$ cat src/rtl/cart_loader.sv
// cart_loader: streams ROM images from the ioctl download port into SDRAM slots,
// derives a power-of-two bank mask per slot and holds the core in reset around loads.
module cart_loader #(
  parameter int unsigned ADDR_W     = 22,
  parameter int unsigned N_SLOTS    = 2,
  parameter int unsigned BANK_SHIFT = 14,
  parameter int unsigned HOLD_CYC   = 1024
) (
  input  logic                              clk_sys,
  input  logic                              reset,
  input  logic                              ioctl_download,
  input  logic [7:0]                        ioctl_index,
  input  logic                              ioctl_wr,
  input  logic [24:0]                       ioctl_addr,
  input  logic [7:0]                        ioctl_dout,
  output logic                              ioctl_wait,
  output logic [ADDR_W-1:0]                 mem_addr,
  output logic [7:0]                        mem_din,
  output logic                              mem_we,
  input  logic                              mem_ack,
  input  logic [$clog2(N_SLOTS)-1:0]        slot_sel,
  input  logic [ADDR_W-$clog2(N_SLOTS)-1:0] cpu_addr,
  output logic [ADDR_W-1:0]                 map_addr,
  output logic [N_SLOTS-1:0]                cart_valid,
  output logic                              core_reset,
  output logic                              err
);

  localparam int unsigned SLOT_W  = $clog2(N_SLOTS);
  localparam int unsigned SLOT_AW = ADDR_W - SLOT_W;
  localparam int unsigned BANK_W  = SLOT_AW - BANK_SHIFT;
  localparam int unsigned CNT_W   = $clog2(HOLD_CYC + 1);

  typedef enum logic [2:0] {
    S_IDLE,
    S_LOAD,
    S_DRAIN,
    S_FINISH,
    S_HOLD
  } state_t;

  state_t             state;
  logic               dl_prev;
  logic [SLOT_W-1:0]  slot;
  logic [SLOT_AW-1:0] max_addr;
  logic [CNT_W-1:0]   hold_cnt;
  logic [BANK_W-1:0]  mask [N_SLOTS];

  logic start;
  logic in_range;
  logic accept;
  logic drop;

  // Smear every bit below the MSB: rounds the highest bank number up to 2^n-1.
  function automatic logic [BANK_W-1:0] pow2_mask(input logic [BANK_W-1:0] b);
    logic [BANK_W-1:0] m;
    m = b;
    for (int i = 1; i < int'(BANK_W); i++) begin
      m = m | (b >> i);
    end
    return m;
  endfunction

  // Download start, range check and write-buffer acceptance/drop decisions.
  assign start    = ioctl_download && !dl_prev && (ioctl_index < 8'(N_SLOTS));
  assign in_range = (ioctl_addr[24:SLOT_AW] == '0);
  assign accept   = (state == S_LOAD) && ioctl_wr && !mem_we && in_range;
  assign drop     = (state == S_LOAD) && ioctl_wr && (mem_we || !in_range);

  // Load FSM, one-entry write buffer, mask/valid bookkeeping and core reset hold.
  always_ff @(posedge clk_sys) begin
    dl_prev <= ioctl_download;
    if (reset) begin
      state      <= S_IDLE;
      slot       <= '0;
      max_addr   <= '0;
      hold_cnt   <= CNT_W'(HOLD_CYC);
      mem_we     <= 1'b0;
      ioctl_wait <= 1'b0;
      mem_addr   <= '0;
      mem_din    <= '0;
      cart_valid <= '0;
      core_reset <= 1'b1;
      err        <= 1'b0;
      for (int k = 0; k < int'(N_SLOTS); k++) begin
        mask[k] <= '0;
      end
    end else begin
      core_reset <= (state != S_IDLE);

      if (mem_we && mem_ack) begin
        mem_we     <= 1'b0;
        ioctl_wait <= 1'b0;
      end

      if (accept) begin
        mem_we     <= 1'b1;
        ioctl_wait <= 1'b1;
        mem_addr   <= {slot, ioctl_addr[SLOT_AW-1:0]};
        mem_din    <= ioctl_dout;
        if (ioctl_addr[SLOT_AW-1:0] > max_addr) begin
          max_addr <= ioctl_addr[SLOT_AW-1:0];
        end
      end

      if (drop) begin
        err <= 1'b1;
      end

      if (start && (state == S_IDLE || state == S_HOLD)) begin
        slot     <= ioctl_index[SLOT_W-1:0];
        max_addr <= '0;
        cart_valid[ioctl_index[SLOT_W-1:0]] <= 1'b0;
      end

      case (state)
        S_IDLE: begin
          if (start) state <= S_LOAD;
        end
        S_LOAD: begin
          if (!ioctl_download) state <= S_DRAIN;
        end
        S_DRAIN: begin
          if (!mem_we) state <= S_FINISH;
        end
        S_FINISH: begin
          mask[slot]       <= pow2_mask(max_addr[SLOT_AW-1:BANK_SHIFT]);
          cart_valid[slot] <= 1'b1;
          hold_cnt         <= CNT_W'(HOLD_CYC);
          state            <= S_HOLD;
        end
        S_HOLD: begin
          if (start) begin
            state <= S_LOAD;
          end else if (hold_cnt <= CNT_W'(1)) begin
            state <= S_IDLE;
          end else begin
            hold_cnt <= hold_cnt - CNT_W'(1);
          end
        end
        default: state <= S_IDLE;
      endcase
    end
  end

  // Registered CPU ROM address translation through the selected slot's bank mask.
  always_ff @(posedge clk_sys) begin
    if (reset) begin
      map_addr <= '0;
    end else begin
      map_addr <= {slot_sel,
                   cpu_addr[SLOT_AW-1:BANK_SHIFT] & mask[slot_sel],
                   cpu_addr[BANK_SHIFT-1:0]};
    end
  end

endmodule

$ cat config.mk
export PLATFORM = sky130hd
export DESIGN_NAME = cart_loader
export DESIGN_NICKNAME = d
export VERILOG_FILES = /design/src/rtl/cart_loader.sv
export SDC_FILE = /design/constraint.sdc
export NUM_CORES = 1
export LEC_CHECK = 0
export ABC_AREA = 1
export CAP_MARGIN = 30
export CORE_MARGIN = 2
export CORE_UTILIZATION = 40
export DETAILED_ROUTE_END_ITERATION = 12
export PLACE_DENSITY = 0.74
export SLEW_MARGIN = 15
export SYNTH_ARGS = -nofsm -noshare
export SYNTH_HDL_FRONTEND = slang
export SYNTH_SLANG_ARGS = --single-unit
$ cat constraint.sdc
create_clock -name clk_sys -period 1.9 [get_ports clk_sys]
set_input_delay 0.285 -clock clk_sys [delete_from_list [all_inputs] [get_ports clk_sys]]
set_output_delay 0.285 -clock clk_sys [all_outputs]
set_load 0.01 [all_outputs]
# --- After elaboration in Yosys (flattened, before gate mapping) ---
# Memories as Yosys holds them, arrays and structs flattened.
# Index checks and enable logic that the tools add are counted.
op_classes:
  n_addsub: 1
  n_lt_le_gt_ge: 7
  n_eq_ne: 10
  mux: 26
  bitwise_logic: 10
  n_reduce_logical: 25
ops:
  columns: ["op", "count"]
  rows:
  - ["$mux 11", 2]
  - ["$pmux 11 s2", 1]
  - ["$gt 21x21->1", 1]
  - ["$mux 3", 5]
  - ["$pmux 3 s5", 1]
  - ["$le 11x1->1 const B", 1]
  - ["$mux 1", 11]
  - ["$sub 11x1->11 const B", 1]
  - ["$logic_and 1x1->1", 10]
  - ["$ne 2x2->1 const B", 5]
  - ["$lt 8x2->1 const B", 1]
  - ["$and 7x7->7", 1]
  - ["$mux 7", 1]
  - ["$or 7x1->7", 1]
  - ["$or 7x2->7", 1]
  - ["$or 7x3->7", 1]
  - ["$or 7x4->7", 1]
  - ["$or 7x5->7", 1]
  - ["$or 7x6->7", 1]
  - ["$reduce_or 7->1", 1]
  - ["$eq 3x2->1 const B", 2]
  - ["$mux 2", 3]
  - ["$logic_not 4->1", 1]
  - ["$lt 1x2->1 const B", 2]
  - ["other kinds (17)", 23]
totals:
  ff_bits: 94
  mem_bits_rw: 14
  out_inout_bits: 58
  wordCells: 92
  n_memories: 1
memory_table:
  columns: ["name", "words", "width", "read_ports", "rd_ports_with_merged_regs", "write_ports", "line", "text"]
  rows:
  - ["mask", 2, 7, 1, 0, 2, "47", "logic [BANK_W-1:0] mask [N_SLOTS];"]

# --- Logic depth before layout (Yosys ltp) ---
logic_depth:
  word_depth: 10
  mapped_depth: 14
  depth_no_buf: 13

# --- Worst setup path after synthesis ---
# OpenSTA, ideal clock, no wires.
synth_path:
  path_kind: "register -> register"
  start: "register max_addr[20]"
  end: "register max_addr[12]"
  setup_ns: 0.115
  t_arrival_ns: 1.587
  required_ns: 1.785
  setup_slack_ns: 0.198
  stages_incl_launch_ff: 13
  n_path_buf: 1
  period_less_slack_ns: 1.702
  cell_sequence: "dfxtp_1 -> inv_1 -> ha_1 -> nand2_1 -> nor2_4 -> nand2_1 -> nor2_1 -> nand2_1 -> nand3_2 -> buf_4 -> nand3_1 -> nand2_1 -> nor2_1"
synth_between:
  elab_chain_len: 2
synth_rtl:
  columns: ["element", "line", "text"]
  rows:
  - ["from (decl)", "45", "logic [SLOT_AW-1:0] max_addr;"]
  - ["from (signal assigned)", "102", "max_addr <= ioctl_addr[SLOT_AW-1:0];"]
  - ["$gt 21x21->1", "101", "if (ioctl_addr[SLOT_AW-1:0] > max_addr) begin"]
  - ["$reduce_and 2->1 (no line)", null, null]
# No other way between the ends.
# A chain may end at the register's enable or synchronous reset.

# --- Final worst setup path ---
layout_path:
  start: "register max_addr[14]"
  end: "register max_addr[14]"
# Same word-level chain as after synthesis.

==> flow_metrics.env <==
export IMPL_run_status="finished clean"
export IMPL_max_freq_ghz=0.555
export IMPL_syn_area_sq_um=4940
export IMPL_drtIter0Drc=228
export IMPL_gp_congestion=0.855
export IMPL_crit_family="simple AND/OR/NAND/NOR gates"
export IMPL_synth_nets=743
export IMPL_finClkSkew_ns=0.00946
export IMPL_hpwlAfterDp_mm=8.72
export IMPL_initial_core_util_pct=41.0
export IMPL_synth_flop_cell="dfxtp_1"
export IMPL_clock_path_buffers=2
export IMPL_cap_violations=0
export IMPL_portBuffers=125
export IMPL_final_hold_viol_count=0
export IMPL_worstSetupStartpointType="register"
export IMPL_grt_pass1_vias=4075
export IMPL_timing_final_crit_period_ns=1.80
export IMPL_grt_remaining_overflow=0
export IMPL_crit_fanout=20
export IMPL_vias=4451
export IMPL_synth_cell_types=31
export IMPL_synth_top_area_share_pct=38.1
export IMPL_cts_max_level=3
export IMPL_dieHeight_microns=115
export IMPL_die_x_microns=115
export IMPL_worstSetupEndpointType="register"
export IMPL_clock_sinks=108
export IMPL_drt_total_wl_mm=12.0
export IMPL_async_reset_ff_share_pct=0
export IMPL_synth_area_per_cell_sq_um=7.58
export IMPL_place_area_sq_um=6470
export IMPL_coreArea_sq_um=12100
export IMPL_post_route_util_pct=57.6
export IMPL_hold_path_endpoint="mem_addr[15]"
export IMPL_pwr_density_cell_nw_per_um2=668
export IMPL_drc=0
export IMPL_place_ws_ns=-0.306
export IMPL_grt_pass1_wl_mm=19.3
export IMPL_vias_per_cell=4.64
export IMPL_cts_hold_buf=0
export IMPL_cts_tree="yes"
export IMPL_setup_violations=0
export IMPL_cp_arrival_ns=2.03
export IMPL_postRouteAntennaNets=0
export IMPL_area_growth_pct=40.6
export IMPL_synth_largest_area_cell="dfxtp_1"
export IMPL_crit_top_cell="nand2_1"
export IMPL_cpPeakStageDelay_ns=0.38
export IMPL_worstHoldPathCells=3
export IMPL_dp_cells=942
export IMPL_grt_usage_pct=18.3
export IMPL_fp_row_count=40
export IMPL_irDropWorstVdd_v=0.000314
export IMPL_crit_required_ns=2.13
export IMPL_fin_nets=878
export IMPL_diodes=0
export IMPL_syn_inst=652
export IMPL_crit_buf_inv=2
export IMPL_grt_antenna_before_repair=0
export IMPL_regToRegSetupSlack_ns=0.1
export IMPL_r2r_cells=12
export IMPL_total_leakage_power_nw=2.95
export IMPL_path_cells="inv_1, ha_1, nand2_1, nor2_2, nand2_2, nor2_1, nand2_1, nand3_4, buf_12, nand3_1, nand2_1, nor2_1"
export IMPL_tns_ns=0
export IMPL_synth_edff_count=14
export IMPL_fin_ws_ns=0.0981
export IMPL_clock_latency_ns=0.35
export IMPL_die_area_sq_um=13300
export IMPL_yosysWarnings=0
export IMPL_design_area_sq_um=6950
export IMPL_worstHoldStart="ioctl_addr[15]"
export IMPL_final_cell_count_no_fill=960
export IMPL_synthTopCellsByArea="dfxtp_1 (38%), nor2_1 (10%), edfxtp_1 (8.5%)"
export IMPL_firstDrtPassIters=4
export IMPL_maxSlewViolCount=0
export IMPL_yosysMostFrequentCell="nor2_1"
export IMPL_min_path_type="in2reg"
export IMPL_cts_buffers=9
export IMPL_ys_seq_area_share_pct=46.6
export IMPL_io_pins=126
export IMPL_clk_pin_slew_ns=0.06
export IMPL_crit_type="reg2reg"
export IMPL_synth_commonest_cells="nor2_1 (137), dfxtp_1 (94), nand2_1 (92), inv_1 (83), a21oi_1 (62)"
export IMPL_ys_ff_latch=108
export IMPL_drive_above_1_share_pct=10.9
export IMPL_fillers=1096
export IMPL_grt_max_degree=41
export IMPL_max_slew_margin_rel_pct=77.1
export IMPL_cts_root_buf="clkbuf_16"
export IMPL_cpMaxStageDelayCell="dfxtp_2"
export IMPL_reg2reg_to="max_addr[14]"
export IMPL_r2r_start="max_addr[14]"
export IMPL_fin_crit_sh_pct=94.8
export IMPL_worst_slew_pin_slew_ns=0.340
export IMPL_wl_per_cell_microns=12.5
[flip-flops by register name, summed over array words and instances (netlist names)]
signal and cells:
hold_cnt 11, mask 14, slot 1, mem_we 1, mem_din 8, mem_addr 22
dl_prev 1, map_addr 22, core_reset 1, max_addr 21, cart_valid 2, err 1
state 3
[through the flow]
step	hold WS, ns	power [mW]
floorplan	0.313	2.59
global placement	0.442	2.84
detailed placement	0.452	2.85
CTS	0.439	4.66
global route	0.291	4.82
finish	0.276	4.64
[worst register-to-register path, cell delays in order (launching register included)]
cell and delay, ns:
dfxtp_2 0.38, inv_1 0.06, ha_1 0.29, nand2_1 0.10, nor2_2 0.11, nand2_2 0.07, nor2_1 0.10, nand2_1 0.09
nand3_4 0.13, buf_12 0.17, nand3_1 0.09, nand2_1 0.06, nor2_1 0.04
[placed cells by master (no fill, tap or decap), types with 2 or more instances in the layout]
cell type,n
nor2_1,133
clkdlybuf4s50_1,120
dfxtp_1,89
nand2_1,85
inv_1,81
a21oi_1,57
nand3_1,44
o21ai_0,34
buf_4,23
ha_1,16
edfxtp_1,14
nand2_2,9
clkbuf_16,9
o211ai_1,7
a21oi_2,7
ha_4,7
xor2_1,6
inv_2,5
nor2_2,5
dlymetal6s2s_1,5
dfxtp_2,5
buf_12,4
nor3_1,3
o21ai_1,3
nand4_1,2
xnor2_1,2
nand3b_1,2
inv_6,2
clkbuf_8,2
[cell families after synthesis]
family	share of synthesized area, %
xor gates and xnor gates	1.42
AOI/OAI and AO/OA	12.0
DFF	46.6
buffers and inverters	10.3
adders and majority gates	5.82
and+or+nand+nor	23.9
[what timing repair did]
item / CTS / global route
pin swaps: 3 / 8
endpoints found under the setup margin: 4 / 21
setup buffers: 0 / 1
gates cloned: 1 / 0
gates resized for setup: 6 / 33
[worst max path at each step]
| stage | slack [ns] | cells past startpoint | end | startpoint |
|---|---|---|---|---|
| 4_1_cts | 0.0009 | 11 | max_addr[6] | max_addr[20] |
| 2_1_floorplan | 0.20 | 12 | max_addr[12] | max_addr[20] |
| 5_1_grt | -0.03 | 11 | max_addr[6] | ioctl_addr[14] |
| 3_3_place_gp | -0.26 | 12 | max_addr[17] | ioctl_addr[20] |
| 6_report | 0.1 | 12 | max_addr[14] | max_addr[14] |
| 3_5_place_dp | -0.31 | 12 | max_addr[8] | ioctl_addr[20] |
[cell type report]
| cell class | count | area [sq um] | area share, % |
|---|---|---|---|
| Clock buffer | 12 | 256 | 3.69 |
| Clock inverter | 4 | 31.3 | 0.450 |
| Inverter | 86 | 323 | 4.64 |
| Multi-Input combinational cell | 429 | 2280 | 32.8 |
| Sequential cell | 108 | 2310 | 33.2 |
| Tap cell | 168 | 210 | 3.02 |
| Timing Repair Buffer | 153 | 1540 | 22.2 |
[per-layer routing]
| layer | part of all wire [%] | GRT usage (%) |
|---|---|---|
| met5 | 0 | 0 |
| met4 | 1.6 | 7.07 |
| met3 | 4.4 | 2.32 |
| met2 | 48 | 31.0 |
| met1 | 46 | 23.9 |
[where the power goes]
group / switching [mW] / total [mW] / leakage (nW) / internal (mW)
combinational: 0.214 / 0.480 / 1.89 / 0.266
clock: 0.840 / 1.81 / 0.144 / 0.972
sequential: 0.00956 / 2.35 / 0.910 / 2.34
(Power assumes the default switching activity.)
